<file path="config.mk">
export PLATFORM = sky130hd
export DESIGN_NAME = ihex_dump_engine_flat
export DESIGN_NICKNAME = d
export VERILOG_FILES = /design/src/rtl/ihex_dump_engine_pkg.sv /design/src/rtl/ihex_dump_engine_if.sv /design/src/rtl/ihex_dump_engine_record_serializer.sv /design/src/rtl/ihex_dump_engine.sv /design/src/flat_wrapper.sv
export SDC_FILE = /design/constraint.sdc
export NUM_CORES = 1
export LEC_CHECK = 0
export ABC_AREA = 1
export ABC_CLOCK_PERIOD_IN_PS = 10400
export CORE_ASPECT_RATIO = 1.25
export CORE_MARGIN = 2
export CORE_UTILIZATION = 44
export CTS_BUF_LIST = sky130_fd_sc_hd__clkbuf_4 sky130_fd_sc_hd__clkbuf_8
export CTS_CLUSTER_SIZE = 24
export DETAILED_ROUTE_END_ITERATION = 12
export PLACE_DENSITY_LB_ADDON = 0.05
export SLEW_MARGIN = 10
export SYNTH_ARGS = -nofsm -noshare
export SYNTH_HDL_FRONTEND = slang
export SYNTH_SLANG_ARGS = --single-unit
</file>
<file path="constraint.sdc">
create_clock -name clk -period 10.4 [get_ports clk]
set_clock_uncertainty 0.1 [all_clocks]
set_input_delay 2.08 -clock clk [delete_from_list [all_inputs] [get_ports clk]]
set_output_delay 2.08 -clock clk [all_outputs]
set_load 0.03 [all_outputs]
</file>
<file path="src/rtl/ihex_dump_engine_pkg.sv">
// Shared types and helpers for the Intel HEX dump engine: record types,
// FSM state encoding and ASCII helpers.
package ihex_dump_engine_pkg;

  typedef enum logic [7:0] {
    DATA = 8'h00,
    EOF  = 8'h01,
    ELA  = 8'h04
  } ihex_rectype_t;

  typedef enum logic [3:0] {
    IDLE,
    RD_REQ,
    RD_WAIT,
    CHECK,
    EMIT_ELA,
    EMIT_DATA,
    NEXT,
    EMIT_EOF,
    FINISH
  } dump_state_t;

  localparam logic [7:0] ASCII_COLON = 8'h3A;
  localparam logic [7:0] ASCII_LF    = 8'h0A;

  // Byte slots in a record: LL, AH, AL, TT, up to 8 data bytes, CC (rounded up).
  localparam int MAX_REC_BYTES = 16;

  function automatic logic [7:0] nibble_to_ascii(input logic [3:0] n);
    return (n < 4'd10) ? (8'h30 + {4'h0, n}) : (8'h37 + {4'h0, n});
  endfunction

endpackage

</file>
<file path="src/rtl/ihex_dump_engine_if.sv">
// RAM read port and character stream of the dump engine.
// master = engine side, slave = RAM/arbiter and character sink side.
interface ihex_dump_engine_if #(
  parameter int ADDR_W     = 32,
  parameter int WORD_BYTES = 4
);
  logic                    mem_ren;
  logic [ADDR_W-1:0]       mem_addr;
  logic                    mem_wait;
  logic [8*WORD_BYTES-1:0] mem_rdata;
  logic [7:0]              tx_data;
  logic                    tx_valid;
  logic                    tx_ready;

  modport master (
    output mem_ren, mem_addr, tx_data, tx_valid,
    input  mem_wait, mem_rdata, tx_ready
  );

  modport slave (
    input  mem_ren, mem_addr, tx_data, tx_valid,
    output mem_wait, mem_rdata, tx_ready
  );
endinterface

</file>
<file path="src/rtl/ihex_dump_engine_record_serializer.sv">
// Turns one {type, addr16, data, length} record into the ASCII line
// ":LLAAAATT<data>CC\n", one character per valid/ready handshake.
module ihex_record_serializer
  import ihex_dump_engine_pkg::*;
(
  input  logic          clk,
  input  logic          nrst,
  input  logic          load,
  input  ihex_rectype_t rectype,
  input  logic [15:0]   addr16,
  input  logic [63:0]   data,      // left-justified, data[63:56] is sent first
  input  logic [3:0]    len,
  output logic          busy,
  output logic          last_hs,
  output logic [7:0]    tx_data,
  output logic          tx_valid,
  input  logic          tx_ready
);

  logic [7:0] data_byte  [8];
  logic [7:0] bytes_load [MAX_REC_BYTES];
  logic [7:0] bytes_reg  [MAX_REC_BYTES];
  logic [7:0] sum;
  logic       busy_reg;
  logic [4:0] idx_reg;
  logic [4:0] last_reg;
  logic [4:0] pos;
  logic [7:0] cur_byte;
  logic [3:0] nib;
  logic [7:0] char_c;

  genvar gi;
  generate
    for (gi = 0; gi < 8; gi++) begin : g_data_byte
      assign data_byte[gi] = data[63-8*gi -: 8];
    end
  endgenerate

  // Whole record image, checksum included, is built at load time.
  always_comb begin
    sum = 8'(len) + addr16[15:8] + addr16[7:0] + 8'(rectype);
    for (int i = 0; i < MAX_REC_BYTES; i++) bytes_load[i] = 8'h00;
    bytes_load[0] = 8'(len);
    bytes_load[1] = addr16[15:8];
    bytes_load[2] = addr16[7:0];
    bytes_load[3] = 8'(rectype);
    for (int i = 0; i < 8; i++) begin
      if (4'(i) < len) begin
        bytes_load[4+i] = data_byte[i];
        sum             = sum + data_byte[i];
      end
    end
    bytes_load[4'd4 + len] = 8'h00 - sum;
  end

  always_ff @(posedge clk or negedge nrst) begin
    if (!nrst) begin
      busy_reg <= 1'b0;
      idx_reg  <= '0;
      last_reg <= '0;
      for (int i = 0; i < MAX_REC_BYTES; i++) bytes_reg[i] <= 8'h00;
    end else if (load && !busy_reg) begin
      busy_reg <= 1'b1;
      idx_reg  <= '0;
      last_reg <= 5'd11 + {len, 1'b0};
      for (int i = 0; i < MAX_REC_BYTES; i++) bytes_reg[i] <= bytes_load[i];
    end else if (busy_reg && tx_ready) begin
      if (idx_reg == last_reg) busy_reg <= 1'b0;
      else                     idx_reg  <= idx_reg + 5'd1;
    end
  end

  // Character 0 is ':', the last is LF, everything between is two hex digits per byte.
  always_comb begin
    pos      = idx_reg - 5'd1;
    cur_byte = bytes_reg[pos[4:1]];
    nib      = pos[0] ? cur_byte[3:0] : cur_byte[7:4];
    if (idx_reg == 5'd0)          char_c = ASCII_COLON;
    else if (idx_reg == last_reg) char_c = ASCII_LF;
    else                          char_c = nibble_to_ascii(nib);
  end

  assign busy     = busy_reg;
  assign tx_valid = busy_reg;
  assign tx_data  = busy_reg ? char_c : 8'h00;
  assign last_hs  = busy_reg && tx_ready && (idx_reg == last_reg);

endmodule

</file>
<file path="src/rtl/ihex_dump_engine.sv">
// Memory dump engine: owns the RAM read port while busy, walks an address
// window and streams every word as Intel HEX, ending with an EOF record.
module ihex_dump_engine
  import ihex_dump_engine_pkg::*;
#(
  parameter int ADDR_W     = 32,
  parameter int WORD_BYTES = 4,
  parameter int CNT_W      = 16
) (
  input  logic              clk,
  input  logic              nrst,
  input  logic              start,
  input  logic              skip_zero,
  input  logic [ADDR_W-1:0] base_addr,
  input  logic [CNT_W-1:0]  word_count,
  output logic              busy,
  output logic              done,
  output logic              override_ctrl,
  output logic [CNT_W-1:0]  rec_count,
  ihex_dump_engine_if.master bus
);

  localparam int                WB_BITS    = 8 * WORD_BYTES;
  localparam logic [ADDR_W-1:0] ALIGN_MASK = ~(ADDR_W'(WORD_BYTES - 1));
  localparam logic [ADDR_W-1:0] STEP       = ADDR_W'(WORD_BYTES);

  dump_state_t         state_reg, state_next;
  logic [ADDR_W-1:0]   addr_reg;
  logic [CNT_W-1:0]    remaining_reg;
  logic                skip_reg;
  logic [WB_BITS-1:0]  word_reg;
  logic [15:0]         ela_hi_reg;
  logic [CNT_W-1:0]    rec_count_reg;
  logic [15:0]         addr_hi;

  logic                ser_load;
  ihex_rectype_t       ser_type;
  logic [15:0]         ser_addr16;
  logic [63:0]         ser_data;
  logic [3:0]          ser_len;
  logic                ser_busy;
  logic                ser_last;
  logic [7:0]          ser_tx_data;
  logic                ser_tx_valid;

  // Zero for ADDR_W == 16, so the ELA comparison never fires there.
  assign addr_hi = 16'(addr_reg >> 16);

  always_ff @(posedge clk or negedge nrst) begin
    if (!nrst) state_reg <= IDLE;
    else       state_reg <= state_next;
  end

  always_comb begin
    state_next = state_reg;
    case (state_reg)
      IDLE:      if (start) state_next = (word_count == '0) ? EMIT_EOF : RD_REQ;
      RD_REQ:    state_next = RD_WAIT;
      RD_WAIT:   if (!bus.mem_wait) state_next = CHECK;
      CHECK: begin
        if (skip_reg && word_reg == '0)  state_next = NEXT;
        else if (addr_hi != ela_hi_reg)  state_next = EMIT_ELA;
        else                             state_next = EMIT_DATA;
      end
      EMIT_ELA:  if (ser_last) state_next = EMIT_DATA;
      EMIT_DATA: if (ser_last) state_next = NEXT;
      NEXT:      state_next = (remaining_reg == CNT_W'(1)) ? EMIT_EOF : RD_REQ;
      EMIT_EOF:  if (ser_last) state_next = FINISH;
      FINISH:    state_next = IDLE;
      default:   state_next = IDLE;
    endcase
  end

  always_ff @(posedge clk or negedge nrst) begin
    if (!nrst) begin
      addr_reg      <= '0;
      remaining_reg <= '0;
      skip_reg      <= 1'b0;
      word_reg      <= '0;
      ela_hi_reg    <= '0;
      rec_count_reg <= '0;
    end else begin
      if (state_reg == IDLE && start) begin
        addr_reg      <= base_addr & ALIGN_MASK;
        remaining_reg <= word_count;
        skip_reg      <= skip_zero;
        ela_hi_reg    <= '0;
        rec_count_reg <= '0;
      end
      if (state_reg == RD_WAIT && !bus.mem_wait) word_reg <= bus.mem_rdata;
      if (state_reg == CHECK && state_next == EMIT_ELA) ela_hi_reg <= addr_hi;
      if (state_reg == EMIT_DATA && ser_last) rec_count_reg <= rec_count_reg + CNT_W'(1);
      if (state_reg == NEXT) begin
        addr_reg      <= addr_reg + STEP;
        remaining_reg <= remaining_reg - CNT_W'(1);
      end
    end
  end

  // Each EMIT state loads the serializer once; it is idle again right after the LF handshake.
  always_comb begin
    busy          = (state_reg != IDLE) && (state_reg != FINISH);
    override_ctrl = busy;
    done          = (state_reg == FINISH);
    ser_load      = 1'b0;
    ser_type      = DATA;
    ser_addr16    = 16'(addr_reg);
    ser_data      = 64'(word_reg) << (64 - WB_BITS);
    ser_len       = 4'(WORD_BYTES);
    case (state_reg)
      EMIT_ELA: begin
        ser_load   = !ser_busy;
        ser_type   = ELA;
        ser_addr16 = 16'h0000;
        ser_data   = {ela_hi_reg, 48'h0};
        ser_len    = 4'd2;
      end
      EMIT_DATA: ser_load = !ser_busy;
      EMIT_EOF: begin
        ser_load   = !ser_busy;
        ser_type   = EOF;
        ser_addr16 = 16'h0000;
        ser_data   = 64'h0;
        ser_len    = 4'd0;
      end
      default: ;
    endcase
  end

  assign rec_count    = rec_count_reg;
  assign bus.mem_ren  = (state_reg == RD_REQ);
  assign bus.mem_addr = addr_reg;
  assign bus.tx_data  = ser_tx_data;
  assign bus.tx_valid = ser_tx_valid;

  ihex_record_serializer u_serializer (
    .clk      (clk),
    .nrst     (nrst),
    .load     (ser_load),
    .rectype  (ser_type),
    .addr16   (ser_addr16),
    .data     (ser_data),
    .len      (ser_len),
    .busy     (ser_busy),
    .last_hs  (ser_last),
    .tx_data  (ser_tx_data),
    .tx_valid (ser_tx_valid),
    .tx_ready (bus.tx_ready)
  );

endmodule
</file>
<file path="src/flat_wrapper.sv">
// flat-port wrapper written by rule: the top's interface ports become plain ports
module ihex_dump_engine_flat import ihex_dump_engine_pkg::*;
#(
  parameter int ADDR_W     = 32,
  parameter int WORD_BYTES = 4,
  parameter int CNT_W      = 16
)
  (clk, nrst, start, skip_zero, base_addr, word_count, busy, done, override_ctrl, rec_count, bus_mem_ren, bus_mem_addr, bus_tx_data, bus_tx_valid, bus_mem_wait, bus_mem_rdata, bus_tx_ready);
  ihex_dump_engine_if #(.ADDR_W(ADDR_W), .WORD_BYTES(WORD_BYTES)) bus_i ();
  input  logic clk;
  input  logic nrst;
  input  logic start;
  input  logic skip_zero;
  input  logic [ADDR_W-1:0] base_addr;
  input  logic [CNT_W-1:0] word_count;
  output logic busy;
  output logic done;
  output logic override_ctrl;
  output logic [CNT_W-1:0] rec_count;
  output wire logic [$bits(bus_i.mem_ren)-1:0] bus_mem_ren;
  output wire logic [$bits(bus_i.mem_addr)-1:0] bus_mem_addr;
  output wire logic [$bits(bus_i.tx_data)-1:0] bus_tx_data;
  output wire logic [$bits(bus_i.tx_valid)-1:0] bus_tx_valid;
  input wire logic [$bits(bus_i.mem_wait)-1:0] bus_mem_wait;
  input wire logic [$bits(bus_i.mem_rdata)-1:0] bus_mem_rdata;
  input wire logic [$bits(bus_i.tx_ready)-1:0] bus_tx_ready;
  assign bus_mem_ren = bus_i.mem_ren;
  assign bus_mem_addr = bus_i.mem_addr;
  assign bus_tx_data = bus_i.tx_data;
  assign bus_tx_valid = bus_i.tx_valid;
  assign bus_i.mem_wait = bus_mem_wait;
  assign bus_i.mem_rdata = bus_mem_rdata;
  assign bus_i.tx_ready = bus_tx_ready;
  ihex_dump_engine #(.ADDR_W(ADDR_W), .WORD_BYTES(WORD_BYTES), .CNT_W(CNT_W)) u_core (.clk(clk), .nrst(nrst), .start(start), .skip_zero(skip_zero), .base_addr(base_addr), .word_count(word_count), .busy(busy), .done(done), .override_ctrl(override_ctrl), .rec_count(rec_count), .bus(bus_i));
endmodule
</file>
==> key figures <==
Routing
  – Residual DRC: 0
  – Routed WL: 37300 um
  – DR vias: ~12000
  – Routed Antenna Nets: 0
  – Iteration count of the initial detailed-routing pass: 5
  – Vias/cell: approximately 5.3
  – Post-DR wirelength/cell: about 17 um
  – Iter 0 DRT Violations: 628

Run status
  – Status: finished clean

Layout
  – Final Non-Filler Cells: between 2000 and 2500
  – Commonest non-fill, non-tap cells in the layout: nand2_1 (429), inv_1 (241), dfrtp_1 (188)
  – Area Overhead vs Synth: 15.4%
  – Share of layout cells above drive strength 1: 0.0731
  – Commonest non-fill, non-tap cell in the layout: nand2_1
  – Antenna diode count: 0
  – Max FFs per register: 65
  – Final #Nets: 1980

Synth
  – Synthesized area: 12700 sq um
  – Post-Synthesis Cells: between 1500 and 2000
  – Area contributors post-synth: dfrtp_1 (37%), nand2_1 (13%), inv_1 (7.1%)
  – Async set or reset register ratio after synthesis: 1.00
  – Number of library cell types mapped by synthesis: 66
  – Register area share after synthesis: 0.369
  – Yosys top cell area share: 0.369
  – Leading area contributor after synthesis: dfrtp_1
  – Yosys reg bits: about 190
  – Syn Area/Cell: 7.33 sq um
  – Yosys warnings: 0
  – Most used DFF post-synth: dfrtp_1
  – EDFF count, synth: 0

CTS
  – CTS tree: done
  – Clock sinks: 188
  – H-tree depth: 4
  – Inserted Clock Buffers: 17
  – Worst-path clk slew: 110 ps
  – Postcts setup bufs: 0
  – Clk_lat worst skew: 500 ps
  – CTS Root Cell: clkbuf_8
  – Cts hold-fix bufs: 0
  – CTS Buffer Depth: 2
  – Post-CTS Resized: 0

Setup path
  – WP data required: around 11000 ps
  – Worst Setup SP: u_core.state_reg[0]$_DFF_PN0_
  – CP Max Fanout: 57
  – Reg2reg start: u_core.state_reg[0]$_DFF_PN0_
  – Most frequent cell on the critical path: ha_1
  – Max incr delay on CP: 640 ps
  – Startpoint Class: flip-flop
  – CP arrival: 8500 ps
  – Slowest CP cell: nand2_4
  – Crit Path Class: flip-flop to flip-flop
  – Crit end category: flip-flop

Placed design
  – Placed insts: 2169
  – Post-Place Worst Slack: 2240 ps
  – HPWL after detailed placement: 27800 um
  – IO Port Bufs: 141
  – GPL Wtd Cong: around 0.89

Floorplan
  – CORE AREA: 28500 sq um
  – Die width: 156 um
  – Die Span Y: 194 um
  – I/O pin count: 147
  – Area of the die: around 30000 sq um
  – Initial Util: 0.447
  – FP Rows: roughly 70

Worst hold path
  – Hold WC Path Type: flip-flop to flip-flop
  – Worst Hold Launch: u_core.rec_count[15]$_DFFE_PN0P_

GRT
  – Pin count of the biggest net entering global routing: 68
  – Vias in the first global route: 11300
  – Gr usage total: 0.251
  – Initial antenna violation count: 0
  – First-pass GRT wire length: 60000 um
  – Total grt overflow: 0

Timing
  – Total Neg Setup Slack: 0 ps
  – Final setup vio count: 0
  – Post-route setup slack: 2240 ps
  – Final Hold Slack: approximately 380 ps
  – RSZ-0062 raised after global routing: no
  – Part of the cycle the worst path needs: 0.784
  – Number of hold violations in the final report: 0
  – Slew @ Worst Pin: 886 ps
  – Min Tclk post-route: about 8000 ps
  – Fmax: 123 MHz
  – Max_slew headroom: 0.409
  – Pins Over Slew Limit: 0

Run
  – MaxCap Viol Count: 0
metrics by stage:
| stage | utilization | cell area, sq um |
|---|---|---|
| 2_1_floorplan | - | 12700 |
| 3_3_place_gp | 0.502 | 14300 |
| 3_5_place_dp | 0.502 | 14300 |
| 4_1_cts | 0.516 | 14700 |
| 5_1_grt | 0.516 | 14700 |
| 6_report | 0.516 | 14700 |
worst paths after layout:
path                                                                 end  slack, ps  cells past startpoint
max                        u_core.u_serializer.bytes_reg[79]$_DFFE_PN0P_       2240                     41
min                                     u_core.rec_count[15]$_DFFE_PN0P_        380                      1
max reg2reg                u_core.u_serializer.bytes_reg[79]$_DFFE_PN0P_       2240                     41
min reg2reg                             u_core.rec_count[15]$_DFFE_PN0P_        380                      1
max in group asynchronous                u_core.word_reg[10]$_DFFE_PN0P_       7420                      2
min in group asynchronous  u_core.u_serializer.bytes_reg[42]$_DFFE_PN0P_       1450                      1
layer usage:
layer,share of wire,vias up,GRT usage
li1,-,5840,-
met1,0.45,5509,0.327
met2,0.50,245,0.432
met3,0.035,45,0.0346
met4,0.022,0,0.0720
met5,0,-,0
Yosys cell counts, types with 3 or more instances:
| cell | instances |
|---|---|
| nor2_2 | 7 |
| a31oi_1 | 15 |
| nor2_4 | 11 |
| fa_1 | 6 |
| nand4_1 | 23 |
| nand2_1 | 429 |
| xnor2_1 | 16 |
| nor3_1 | 23 |
| o221ai_1 | 6 |
| nor3_2 | 3 |
| buf_2 | 8 |
| or2_2 | 6 |
| nand3_2 | 6 |
| a21oi_2 | 3 |
| nand2_4 | 5 |
| o21ai_1 | 14 |
| buf_4 | 10 |
| inv_2 | 18 |
| nor4_1 | 15 |
| a21boi_0 | 3 |
| o22ai_1 | 51 |
| and2_1 | 3 |
| clkbuf_1 | 42 |
| inv_1 | 241 |
| o21ai_0 | 132 |
| xor2_1 | 29 |
| o211ai_1 | 27 |
| dfrtp_1 | 188 |
| nand2_2 | 25 |
| nand3_1 | 70 |
| buf_6 | 4 |
| buf_1 | 5 |
| a21oi_1 | 52 |
| ha_1 | 55 |
| nor2_1 | 140 |
layout make-up:
| class | count | area (sq um) |
|---|---|---|
| fill | 2817 | 13800 |
| multi-input combinational | 1221 | 6730 |
| sequential | 188 | 4700 |
| timing repair buffer | 146 | 1450 |
| inverter | 259 | 972 |
| tap | 355 | 444 |
| clock buffer | 21 | 277 |
| clock inverter | 11 | 123 |
critical path: cells and delay by family, from the launching register on:
kind            cells  cell delay [ps]
simple gates       21             3200
fa+ha+maj           8             2810
compound gates      5              730
flops               1              470
xor+xnor            1              400
buf+inv             6              400
kinds of logic after synthesis:
logic type                 count (synthesis)  share of synthesized area
AOI/OAI and AO/OA                        331                      0.153
xor gates and xnor gates                  46                     0.0322
muxes                                      2                    0.00157
and+or+nand+nor                          778                      0.276
adders and majority gates                 61                     0.0635
DFF                                      188                      0.369
buffers and inverters                    329                      0.104
other                                      1                   0.000294
Power is left out: the tool's default activity adds up to more than one toggle a clock period on the data nets, which glitch-free logic cannot reach.
